===== config.mk =====
export PLATFORM = sky130hd
export DESIGN_NAME = mic_pcm_conditioner
export DESIGN_NICKNAME = d
export VERILOG_FILES = /design/src/rtl/mic_pcm_conditioner.sv
export SDC_FILE = /design/constraint.sdc
export NUM_CORES = 1
export LEC_CHECK = 0
export ABC_CLOCK_PERIOD_IN_PS = 7250
export CAP_MARGIN = 20
export CORE_UTILIZATION = 55
export DETAILED_ROUTE_END_ITERATION = 10
export DONT_BUFFER_PORTS = 1
export GPL_TIMING_DRIVEN = 0
export PLACE_DENSITY = 0.7
export SKIP_LAST_GASP = 1
export SYNTH_ARGS = -nofsm -noshare
export SYNTH_HDL_FRONTEND = slang
export SYNTH_SLANG_ARGS = --single-unit

===== constraint.sdc =====
create_clock -name clk -period 7.25 [get_ports clk]
set_input_delay 1.8125 -clock clk [delete_from_list [all_inputs] [get_ports clk]]
set_output_delay 1.8125 -clock clk [all_outputs]
set_load 0.01 [all_outputs]

===== src/rtl/mic_pcm_conditioner.sv =====
// mic_pcm_conditioner: leaky-integrator DC removal, scale/saturate to PCM,
// and a first-word-fall-through output FIFO feeding the audio sink.
module mic_pcm_conditioner #(
    parameter int IN_WIDTH   = 32,
    parameter int OUT_WIDTH  = 16,
    parameter int SHIFT      = 8,
    parameter int DC_K       = 10,
    parameter int FIFO_DEPTH = 16
) (
    input  logic                        clk,
    input  logic                        rst_n,
    input  logic [IN_WIDTH-1:0]         mic_data,
    input  logic                        mic_data_valid,
    input  logic                        bypass_dc,
    input  logic                        clear_ovf,
    output logic [OUT_WIDTH-1:0]        out_data,
    output logic                        out_valid,
    input  logic                        out_ready,
    output logic [$clog2(FIFO_DEPTH):0] level,
    output logic                        sat_pulse,
    output logic                        overflow
);
    localparam int AW    = $clog2(FIFO_DEPTH);
    localparam int LW    = AW + 1;
    localparam int DW    = IN_WIDTH + 1;
    localparam int ACC_W = IN_WIDTH + DC_K + 1;

    localparam logic signed [DW-1:0] PCM_MAX =
        {{(DW-OUT_WIDTH+1){1'b0}}, {(OUT_WIDTH-1){1'b1}}};
    localparam logic signed [DW-1:0] PCM_MIN =
        {{(DW-OUT_WIDTH+1){1'b1}}, {(OUT_WIDTH-1){1'b0}}};
    localparam logic [OUT_WIDTH-1:0] OUT_MAX =
        {1'b0, {(OUT_WIDTH-1){1'b1}}};
    localparam logic [OUT_WIDTH-1:0] OUT_MIN =
        {1'b1, {(OUT_WIDTH-1){1'b0}}};

    logic signed [ACC_W-1:0] dc_acc;
    logic signed [DW-1:0]    mic_dw;
    logic signed [DW-1:0]    diff;
    logic signed [DW-1:0]    diff_q;
    logic                    a_valid;

    assign mic_dw = {mic_data[IN_WIDTH-1], mic_data};
    // The tracked DC estimate stays inside the input range, so the
    // difference always fits in one extra bit.
    assign diff = DW'(mic_dw - (dc_acc >>> DC_K));

    always_ff @(posedge clk or negedge rst_n) begin
        if (!rst_n) begin
            a_valid <= 1'b0;
            diff_q  <= '0;
            dc_acc  <= '0;
        end else begin
            a_valid <= mic_data_valid;
            if (mic_data_valid) begin
                if (bypass_dc) begin
                    diff_q <= mic_dw;
                end else begin
                    diff_q <= diff;
                    dc_acc <= dc_acc + {{(ACC_W-DW){diff[DW-1]}}, diff};
                end
            end
        end
    end

    logic signed [DW-1:0]  scaled;
    logic [OUT_WIDTH-1:0]  b_next;
    logic                  clip;
    logic [OUT_WIDTH-1:0]  b_data;
    logic                  b_valid;

    assign scaled = diff_q >>> SHIFT;

    always_comb begin
        b_next = scaled[OUT_WIDTH-1:0];
        clip   = 1'b0;
        unique case (1'b1)
            (scaled > PCM_MAX): begin
                b_next = OUT_MAX;
                clip   = 1'b1;
            end
            (scaled < PCM_MIN): begin
                b_next = OUT_MIN;
                clip   = 1'b1;
            end
            default: ;
        endcase
    end

    always_ff @(posedge clk or negedge rst_n) begin
        if (!rst_n) begin
            b_valid   <= 1'b0;
            b_data    <= '0;
            sat_pulse <= 1'b0;
        end else begin
            b_valid   <= a_valid;
            sat_pulse <= a_valid & clip;
            if (a_valid) begin
                b_data <= b_next;
            end
        end
    end

    logic [OUT_WIDTH-1:0] mem [FIFO_DEPTH];
    logic [AW-1:0]        wr_ptr;
    logic [AW-1:0]        rd_ptr;
    logic                 full;
    logic                 pop;
    logic                 push;
    logic                 drop;

    assign out_valid = (level != '0);
    assign full      = (level == LW'(FIFO_DEPTH));
    assign pop       = out_valid & out_ready;
    // A pop frees the head slot on the same edge, so a full FIFO
    // still accepts a write when the sink is draining.
    assign push      = b_valid & (~full | pop);
    assign drop      = b_valid & ~push;
    assign out_data  = out_valid ? mem[rd_ptr] : '0;

    always_ff @(posedge clk) begin
        if (push) begin
            mem[wr_ptr] <= b_data;
        end
    end

    always_ff @(posedge clk or negedge rst_n) begin
        if (!rst_n) begin
            wr_ptr   <= '0;
            rd_ptr   <= '0;
            level    <= '0;
            overflow <= 1'b0;
        end else begin
            if (push) begin
                wr_ptr <= wr_ptr + AW'(1);
            end
            if (pop) begin
                rd_ptr <= rd_ptr + AW'(1);
            end
            if (push && !pop) begin
                level <= level + LW'(1);
            end else if (pop && !push) begin
                level <= level - LW'(1);
            end
            if (drop) begin
                overflow <= 1'b1;
            end else if (clear_ovf) begin
                overflow <= 1'b0;
            end
        end
    end

endmodule


==> results.md, run 1 <==
* CTS buffer count at 37
* First-pass GRT wire length at about 67000 um
* Req. time, crit path at 7.64 ns
* Max-cap violations at 0
* Post-synth EDFFs at 256
* Clock sinks at between 300 and 400
* Hpwl dp at about 30000 um
* Most Used Layer, Global Route: met2
* Async SR Flop Fraction at 28.3%
* RSZ-0062 raised after global routing: no
* Setup WS post-layout at ~0.41 ns
* Clock latency at the later pin of the worst-skew pair at roughly 0.51 ns
* Sequential fraction of the synthesis area at 56.6%
* Worst min path class: reg -> reg
* F_max at around 0.15 GHz
* Unique masters post-synth at 65
* TritonCTS clock tree: built
* CTS Hold Bufs at 0
* Min Hold Slack at a little under 0.5 ns
* Final setup viols at 0
* Critical Path Sink Type: flip-flop
* Largest family of logic cells by synthesized area: compound AO/OA/AOI/OAI gates
* Largest net degree at the start of global routing at approximately 100
* Worst-margin pin slew at approximately 1.2 ns
* Synth Area in Compound Gates at a little under an eighth
* FF-to-FF setup slack at 1.29 ns
* Routed vias/inst at 6.07
* H-tree lvl count at 2
* YS warnings at 0
* DRT iter0 DRCs at 1034
* First-pass DRT Iterations at 5
* Adder-Cell Fraction of Synth Area at 6.64%
* Initial Utilization at 56.6%
* Via count at 11.5k
* Critical Path Source Type: input port
* Relative max-transition margin at roughly 22%
* DRT antenna net count at 0
* WP data arrival at 7.24 ns
* Core Area at between 0.03 and 0.04 mm2
* Syn_nets at 1524
* Row cnt at 65
* Post-synthesis xor/xnor area fraction at slightly above 4%
* Share of layout cells above drive strength 1 at 10.7%
* Top_reg_cell synth: edfxtp_1
* Horiz. Die Dim at 183 um
* Status: complete, no violations
* Post-Synth Simple-Gate Area at 8.35%
* FF-to-FF Start: dc_acc[10]
* CTS max path bufs at 3
* DRC violations left at 0
* Avg Inst Size Synth at about 13 um2
* Crit Path Class: in -> reg
* Area delta synth->final at 10.2%
* Met1 GRT Util at roughly a third
* Min Tclk post-route at 6.84 ns
* Total I/O pin count at 62
* Avg WL per Cell at 22.8 um
* Gr usage total at 26.6%
* Vias in the first global route at ~12k
* Hold Violations, Final at 0
* Total gr overflow at 0
* Critical Path End: dc_acc[42]
* I/O Buffers at 0
* P per Cell Area at 545 mW/mm2
* Setup crit start: mic_data[0]
* Initial antenna violation count at 0
* R2R Path End: dc_acc[42]
* Root Buffer: clkbuf_16
* Post-Syn Instances at approximately 1.4k
* WL final at 43300 um
* Final Wtd Congestion at 0.895
* Met3 Usage GRT at a little under 5%
* Area of the mapped netlist at 0.0180 mm2
* Final period utilization at 94.4%
* Yosys reg bits at 357
* Nets@finish at 1568
* Max Transition Viols Final at 0
* Clock Skews at 0.00973 ns
* GR Util met2 at 45.4%
* Leak Pwr at 7.42 nW
* Die Y at 183 um
* R2r worst-path depth at 21
* Critical Path Fanout Max at 7
* Multiplexer area fraction after synthesis at 10.6%
* Pre-CTS WS at -0.702 ns
* VDD IR max at roughly 0.26 mV
* Die ar. at 0.0335 mm2
* Clk pin slew, worst setup/hold paths at ~0.060 ns
## cells in the mapped netlist (3+ instances only)
cell type / count / area (um2)
edfxtp_1: 256 / 7690
nand2_1: 127 / 477
a21oi_1: 104 / 521
dfrtp_1: 101 / 2530
ha_1: 91 / 1140
o21ai_0: 84 / 420
mux4_2: 80 / 1800
nor2_1: 72 / 270
inv_1: 61 / 229
xnor2_1: 49 / 429
clkbuf_1: 45 / 169
a21o_1: 36 / 270
and2_1: 34 / 213
xor2_1: 34 / 298
nand3_1: 20 / 100
a31oi_1: 19 / 119
nand4_1: 18 / 113
nand2b_1: 14 / 87.6
a211oi_1: 11 / 82.6
nor3_1: 11 / 55.1
o21bai_1: 11 / 82.6
o21a_1: 9 / 67.6
buf_1: 8 / 30.0
mux2i_1: 7 / 70.1
o211ai_1: 7 / 52.6
and3_1: 6 / 37.5
nor2b_1: 6 / 37.5
o31ai_1: 6 / 45.0
nor4_1: 5 / 31.3
a21boi_0: 3 / 22.5
a221o_1: 3 / 30.0
fa_1: 3 / 60.1
mux2_2: 3 / 33.8
o21ai_1: 3 / 15.0
or2_2: 3 / 18.8
## cell type report
class | count | area (um2)
repair buffers | 5 | 75.1
multi-input cells | 918 | 7390
clock buffers | 51 | 1010
flip-flops and latches | 357 | 10200
inverters | 63 | 236
well taps | 435 | 544
fillers | 2498 | 12000
plain buffers | 54 | 210
diodes | 1 | 2.50
clock inverters | 16 | 194
## routing by layer
layer  share of wire, %  wire (um)
met1                 41      17800
met2                 50      21500
met3                6.1       2660
met4                3.1       1340
met5                  0          0
## through the flow
step | total power, mW | instance area (um2) | setup TNS [ns] | std cells | util [%]
after CTS | 10.8 | 19800 | 0 | 1894 | 62.1
after global routing | 11.6 | 19900 | 0 | 1899 | 62.4
after detailed placement | 8.85 | 18600 | -2.72 | 1827 | 58.3
after global placement | 8.76 | 18600 | -2.77 | 1827 | 58.3
after floorplan | 7.52 | 18000 | 0 | 1392 | -
final | 10.8 | 19900 | 0 | 1900 | 62.4
## worst min path at each step
stage / to / cells after the start / start / slack (ns)
2_1_floorplan: b_valid / 0 / a_valid / 0.43
3_3_place_gp: dc_acc[3] / 2 / dc_acc[3] / 0.47
3_5_place_dp: dc_acc[0] / 2 / dc_acc[0] / 0.48
4_1_cts: dc_acc[0] / 2 / dc_acc[0] / 0.49
5_1_grt: dc_acc[42] / 1 / dc_acc[42] / 0.51
6_report: dc_acc[0] / 2 / dc_acc[0] / 0.49
## worst max-delay path, cell delays in order
cell       delay (ns)
inv_1            0.02
ha_1             0.21
fa_1             0.40
nand2b_1         0.18
a21o_1           0.20
a2111oi_1        0.50
o311ai_1         0.28
o211a_1          0.39
o21ai_0          0.25
xor2_1           0.28
ha_1             0.16
clkbuf_1         0.27
and4_1           0.26
and3_1           0.22
nand2_1          0.10
a2111oi_2        0.45
nor3_1           0.25
o2bb2ai_1        0.26
o31a_1           0.34
xor2_1           0.13
nand2_1          0.08
xnor2_1          0.17
## power by group
part	switching, mW	internal [mW]	total [mW]	leakage [nW]
Combinational	3.30	2.47	5.78	3.34
Sequential	0.398	2.77	3.17	3.48
Clock	0.772	1.13	1.90	0.590
Total	4.47	6.37	10.8	7.42
## kinds of logic after synthesis
| kind of cell | count (synthesis) |
|---|---|
| flip-flops | 357 |
| AO/OA/AOI/OAI | 327 |
| AND/OR/NAND/NOR | 324 |
| buffers and inverters | 117 |
| adder cells (fa/ha/maj) | 94 |
| multiplexers | 90 |
| XOR/XNOR | 83 |
## placed cells by master, fill, tap and decap left out, types with 11 or more instances in the layout
cell type	count
a211oi_1	11
a21o_1	36
a21oi_1	104
a31oi_1	19
and2_1	34
clkbuf_1	55
clkbuf_16	37
dfrtp_1	101
edfxtp_1	256
ha_1	91
inv_1	61
mux4_2	80
nand2_1	127
nand2b_1	14
nand3_1	20
nand4_1	18
nor2_1	72
nor3_1	11
o21ai_0	84
o21bai_1	11
xnor2_1	49
xor2_1	34
## repair_timing
item                       CTS  global route
buffers inserted             0             0
resized for setup            1             2
setup endpoints to repair    1             3
## registers in the layout, summed over array words and instances, names as in the netlist
signal	cells
mem	256
dc_acc	43
diff_q	25
b_data	16
level	5
rd_ptr	4
wr_ptr	4
a_valid	1
b_valid	1
overflow	1
sat_pulse	1
(Power assumes the default switching activity.)
==> run 2, diff against run 1 <==
- MAX_ROUTING_LAYER: unset -> met4
- SLEW_MARGIN: unset -> 20
==> run 2 against run 1 <==
Combinational power shrank 0.9%. Flip-flop and latch count is the same. Total power is essentially flat. Die area is the same. Non-clock buffer count shrank 5. Via count shrank 0.50%. Wire length shrank 0.51%.
==> results.md, run 2 (synthesized netlist as in run 1, its figures left out) <==
* Status: complete, no violations
* Final Cell Area at 0.0199 mm2 (about the same)
* Total I/O pin count at 62 (unchanged)
* Core Area at 0.0319 mm2 (unchanged)
* Dpl cells at 1827 (unchanged)
* Horiz. Die Dim at 183 um (unchanged)
* Initial antenna violation count at 0 (unchanged)
* F_max at 0.146 GHz (+0.18%)
* Max-cap violations at 0 (unchanged)
* Nets@finish at 1564 (-0.26%)
* Clk pin slew, worst setup/hold paths at 0.06 ns (about the same)
* P per Cell Area at 546 mW/mm2 (+0.17%)
* RSZ-0062 raised after global routing: no
* Row cnt at 65 (unchanged)
* CTS buffer count at 38 (+2.7%)
* Post-CTS sizing at 1 (unchanged)
* Avg WL per Cell at 22.7 um (-0.35%)
* Critical path buffers and inverters at 2 (unchanged)
* Max Transition Viols Final at 0 (unchanged)
* Gr usage total at 27.3% (+0.65 points)
* Initial Utilization at 56.6% (unchanged)
* Post-CTS Setup Inserts at 0 (unchanged)
* First-pass GRT wire length at 66400 um (-0.81%)
* Root Buffer: clkbuf_16
* Clock sinks at 357 (unchanged)
* Leak Pwr at 7.41 nW (about the same)
* TritonCTS clock tree: built
* Reg with most FFs: mem
* First-pass DRT Iterations at 5 (unchanged)
* Finished Layout Cells at 1897 (-0.16%)
* WP data arrival at 7.22 ns (-0.02 ns)
* Fillcell total at 2469 (-1.2%)
* Die ar. at 0.0335 mm2 (unchanged)
* Share of layout cells above drive strength 1 at 11.1% (+0.43 points)
* DRT antenna net count at 0 (unchanged)
* Multi-input combinational cell area at 0.00739 mm2 (about the same)
* DRT iter0 DRCs at 976 (-5.6%)
* Routed vias/inst at 6.05 (-0.35%)
* Relative max-transition margin at 23.1% (+0.75 points)
* Clock latency at the later pin of the worst-skew pair at 0.53 ns (+0.02 ns)
* DRC violations left at 0 (unchanged)
* CTS Hold Bufs at 0 (unchanged)
* I/O Buffers at 0 (unchanged)
* Die Y at 183 um (unchanged)
* Largest net degree at the start of global routing at 102 (unchanged)
* Hpwl dp at 29300 um (-0.26%)
* Via count at 11.5k (-0.50%)
* Worst-margin pin slew at 1.15 ns (-0.0112 ns)
* H-tree lvl count at 2 (unchanged)
* Storage element area at 0.0102 mm2 (unchanged)
* Final setup viols at 0 (unchanged)
* Hold Violations, Final at 0 (unchanged)
* Min Tclk post-route at 6.83 ns (-0.0120 ns)
* CTS max path bufs at 3 (unchanged)
* Commonest non-fill, non-tap cell in the layout: edfxtp_1
* Post-Route Setup TNS at 0 ns (unchanged)
* Crit Path Class: in -> reg
* Vias in the first global route at 11.5k (-1.5%)
* Critical Path Source Type: input port
* Total gr overflow at 0 (unchanged)
* Largest registers: mem (256), dc_acc (43), diff_q (25)
* Diode count at 0 (-1)
* Crit-path leading delay family: compound AO/OA/AOI/OAI gates
* Critical Path Sink Type: flip-flop
* Crit path largest cell delay at 0.57 ns (+0.07 ns)
* WL final at 43100 um (-0.51%)
* Critical Path Fanout Max at 8 (+1)
* Req. time, crit path at 7.63 ns (about the same)
* Placed cell area at 0.0186 mm2 (unchanged)
* Clock Skews at 0.0153 ns (+0.00554 ns)
* VDD IR max at 0.305 mV (+20%)
* Worst min path class: reg -> reg
* Max FFs per register at 256 (unchanged)
* Area delta synth->final at 10.1% (about the same)
* Final Wtd Congestion at 0.919 (+2.7%)
* Cell Chain, Critical Path: inv_1 > ha_1 > fa_1 > nand2b_1 > a21o_1 > a2111oi_1 > o311ai_1 > o21ai_0 > xor2_1 > ha_1 > buf_6 > a21oi_2 > o21ai_2 > a2111oi_4 > nand4_1 > a41oi_2 > nor4_1 > or4b_4 > a221oi_2 > xor2_1 > o21ai_1
* Slowest cell on crit path: or4b_4
* Final period utilization at 94.2% (-0.16 points)
* Commonest cells after routing, fill and taps aside: edfxtp_1 (256), nand2_1 (127), a21oi_1 (104)
[run 2: changes by cell type in the layout (fill, tap and decap cells not counted), sizes merged]
cell | previous run | this run
buf | 14 | 7
clkbuf | 96 | 99
clkinvlp | 0 | 3
bufinv | 4 | 2
clkinv | 12 | 13
diode | 1 | 0
[run 2: report_power, final]
part           internal, mW  switching [mW]  total (mW)
clock                  1.13           0.817        1.95
sequential             2.77           0.399        3.17
combinational          2.45            3.29        5.73
total                  6.35            4.50        10.8
[run 2: tightest hold or removal path: stages, from the launching register on]
cell     delay [ns]
dfrtp_1        0.34
nand2_1        0.05
nand2_1        0.06
[run 2: routing by layer]
layer / global-route usage, % / vias up / wire length, um
met3: 4.01 / 79 / 2500
met1: 34.8 / 5724 / 17900
met4: 7.90 / 0 / 1100
met5: - / - / 0
li1: - / 5326 / -
met2: 45.5 / 353 / 21600
[run 2: through the flow]
stage                     hold WS, ns  util [%]  power [mW]  setup slack, ns
final                           0.487      62.3        10.8            0.418
after global routing            0.523      62.3        11.6           0.0855
after CTS                       0.491      62.3        10.8            0.116
after detailed placement        0.477      58.3        8.85           -0.655
after global placement          0.470      58.3        8.75           -0.698
after floorplan                 0.428         -        7.52            0.811
[run 2: worst paths after layout]
check                                  from          to  slack, ns  depth (start not counted)
worst min-delay path              dc_acc[0]   dc_acc[0]       0.49                          2
worst max register to register   dc_acc[10]  dc_acc[41]       1.28                         20
max in group asynchronous             rst_n  dc_acc[32]       5.98                          0
worst max-delay path            mic_data[0]  dc_acc[41]       0.42                         21
worst min register to register    dc_acc[0]   dc_acc[0]       0.49                          2
min in group asynchronous             rst_n   dc_acc[2]       0.99                          0
[run 2: cell type report]
cell class	instances	area share, %
Sequential cell	357	51.4
Buffer	54	1.07
Clock buffer	52	5.46
Inverter	63	1.19
Clock inverter	18	0.894
Tap cell	435	2.74
Multi-Input combinational cell	918	37.2
==> run 3, diff against run 2 <==
- CORE_UTILIZATION: 55 -> 45
- PLACE_DENSITY: 0.7 -> unset
==> run 3 against run 2 <==
Worst hold slack improved by 0.0047 ns. Setup slack improved by 0.018 ns. Final area increased by 0.59%. Critical path depth unchanged. Sequential share of layout area decreased by 0.30 points. Clock skew decreased by 0.0043 ns. Global-route usage decreased by 4.4 points. Critical path type unchanged. Largest power group unchanged.
==> results.md, run 3 (synthesized netlist as in run 1, its figures left out) <==
* Status: complete, no violations
* Initial Utilization at 46.2% (-10 points)
* Largest registers: mem (256), dc_acc (43), diff_q (25)
* Largest net degree at the start of global routing at 102 (unchanged)
* Leak Pwr at 7.42 nW (+0.15%)
* Clock Skews at 0.0110 ns (-0.00426 ns)
* RSZ-0062 raised after global routing: no
* Clock sinks at 357 (unchanged)
* Total gr overflow at 0 (unchanged)
* Critical Path Sink Type: flip-flop
* Die ar. at 0.0409 mm2 (+22%)
* Critical Path Fanout Max at 7 (-1)
* I/O Buffers at 0 (unchanged)
* Relative max-transition margin at 24.7% (+1.6 points)
* Reg with most FFs: mem
* Final setup viols at 0 (unchanged)
* Gr usage total at 22.9% (-4.4 points)
* Horiz. Die Dim at 202 um (+10%)
* Routed vias/inst at 5.69 (-6.1%)
* P per Cell Area at 545 mW/mm2 (-0.28%)
* Hold Violations, Final at 0 (unchanged)
* Root Buffer: clkbuf_16
* Avg WL per Cell at 22.3 um (-2.0%)
* Row cnt at 72 (+11%)
* Critical Path Source Type: input port
* Via count at 11.3k (-1.9%)
* DRT antenna net count at 0 (unchanged)
* Nets@finish at 1566 (+0.13%)
* H-tree lvl count at 2 (unchanged)
* Die Y at 202 um (+10%)
* Setup crit start: mic_data[0]
* Vias in the first global route at 11.6k (+0.62%)
* TritonCTS clock tree: built
* Commonest cells after routing, fill and taps aside: edfxtp_1 (256), nand2_1 (127), a21oi_1 (104)
* CTS max path bufs at 3 (unchanged)
* Post-Route Setup TNS at 0 ns (unchanged)
* Max-cap violations at 0 (unchanged)
* Post-CTS Setup Inserts at 0 (unchanged)
* Final period utilization at 94.0% (-0.25 points)
* Worst-margin pin slew at 1.13 ns (-0.0238 ns)
* Initial antenna violation count at 0 (unchanged)
* CTS Hold Bufs at 0 (unchanged)
* Clock latency at the later pin of the worst-skew pair at 0.54 ns (about the same)
* CTS buffer count at 39 (+2.6%)
* Total I/O pin count at 62 (unchanged)
* F_max at 0.147 GHz (+0.27%)
* Diode count at 0 (unchanged)
* Core Area at 0.0391 mm2 (+23%)
* Clk pin slew, worst setup/hold paths at 0.06 ns (about the same)
* DRC violations left at 0 (unchanged)
* DRT iter0 DRCs at 663 (-32%)
* WL final at 44200 um (+2.4%)
* Commonest non-fill, non-tap cell in the layout: edfxtp_1
* First-pass GRT wire length at 68400 um (+3.0%)
* Crit Path Class: in -> reg
* Worst min path class: reg -> reg
* Share of layout cells above drive strength 1 at 11.3% (+0.12 points)
* Hpwl dp at 30300 um (+3.6%)
* Req. time, crit path at 7.65 ns (+0.02 ns)
* VDD IR max at 0.353 mV (+15%)
* Fillcell total at 3423 (+39%)
* FF-to-FF Start: dc_acc[10]
* Area delta synth->final at 10.7%
* WP data arrival at 7.21 ns (about the same)
* Hold Crit Start: dc_acc[9]
* First-pass DRT Iterations at 5 (unchanged)
* Final Wtd Congestion at 0.900 (-2.1%)
* Max Transition Viols Final at 0 (unchanged)
* Max FFs per register at 256 (unchanged)
* Min Hold Slack at 0.492 ns (+0.00467 ns)
* Min Tclk post-route at 6.81 ns (-0.0184 ns)
## run 3: cell types whose count changed in the layout (fill, tap and decap cells not counted), sizes merged
cell,previous run,this run
clkinv,13,19
bufinv,2,4
inv,63,62
clkbuf,99,96
clkinvlp,3,1
## run 3: where the power goes
part           total (mW)  leakage [nW]  internal [mW]  switching, mW
combinational        5.77          3.33           2.45           3.32
clock                1.96         0.614           1.14          0.818
sequential           3.15          3.48           2.77          0.386
## run 3: layout make-up
cell class	count	area, um2	area share [%]
clock inverters	23	245	1.23
repair buffers	1	15.0	0.0751
flip-flops and latches	357	10200	51.1
multi-input cells	918	7400	37.0
plain buffers	54	214	1.07
inverters	63	236	1.18
well taps	518	648	3.24
clock buffers	48	1010	5.05
## run 3: worst max-delay path, stage by stage
cell and delay (ns):
inv_1 0.02, ha_1 0.21, fa_1 0.40, nand2b_1 0.18, a21o_1 0.23, a211oi_1 0.33
o2111ai_1 0.19, a211oi_1 0.43, o21ai_0 0.19, a21oi_1 0.21, xor2_1 0.29, ha_1 0.29
clkbuf_1 0.21, a2111oi_4 0.36, nand4_1 0.22, a41oi_2 0.39, nor4_1 0.12, or4b_4 0.58
a221oi_2 0.30, xor2_1 0.17, o21ai_1 0.07
## run 3: layer usage
layer | up-vias | part of all wire [%] | global-route usage, %
li1 | 5358 | - | -
met1 | 5613 | 43 | 29.4
met2 | 241 | 49 | 37.0
met3 | 57 | 5.0 | 3.92
met4 | 0 | 2.7 | 7.14
met5 | - | 0 | -
## run 3: path summary, 6_finish.rpt
kind	end	slack, ns	cells after the start
hold / removal	dc_acc[9]	0.49	2
max in group asynchronous	dc_acc[9]	6.07	0
hold reg to reg	dc_acc[9]	0.49	2
setup reg to reg	dc_acc[41]	1.32	20
min in group asynchronous	dc_acc[33]	0.97	0
setup / recovery	dc_acc[41]	0.44	21
## run 3: timing repair
| action | CTS | global route |
|---|---|---|
| gates cloned | 0 | 0 |
| endpoints found under the hold margin | 0 | 0 |
| pin swaps | 0 | 0 |
| setup endpoints to repair | 1 | 2 |
| gates resized for setup | 1 | 2 |
## run 3: stage by stage
stage,power (mW),cells,instance area (um2),utilization (%),setup slack [ns]
2_1_floorplan,7.52,1392,18000,-,0.811
3_3_place_gp,8.83,1910,18700,47.8,-0.547
3_5_place_dp,8.90,1910,18700,47.8,-0.662
4_1_cts,10.9,1981,20000,51.0,0.105
5_1_grt,11.7,1982,20000,51.1,0.133
6_report,10.9,1982,20000,51.1,0.436
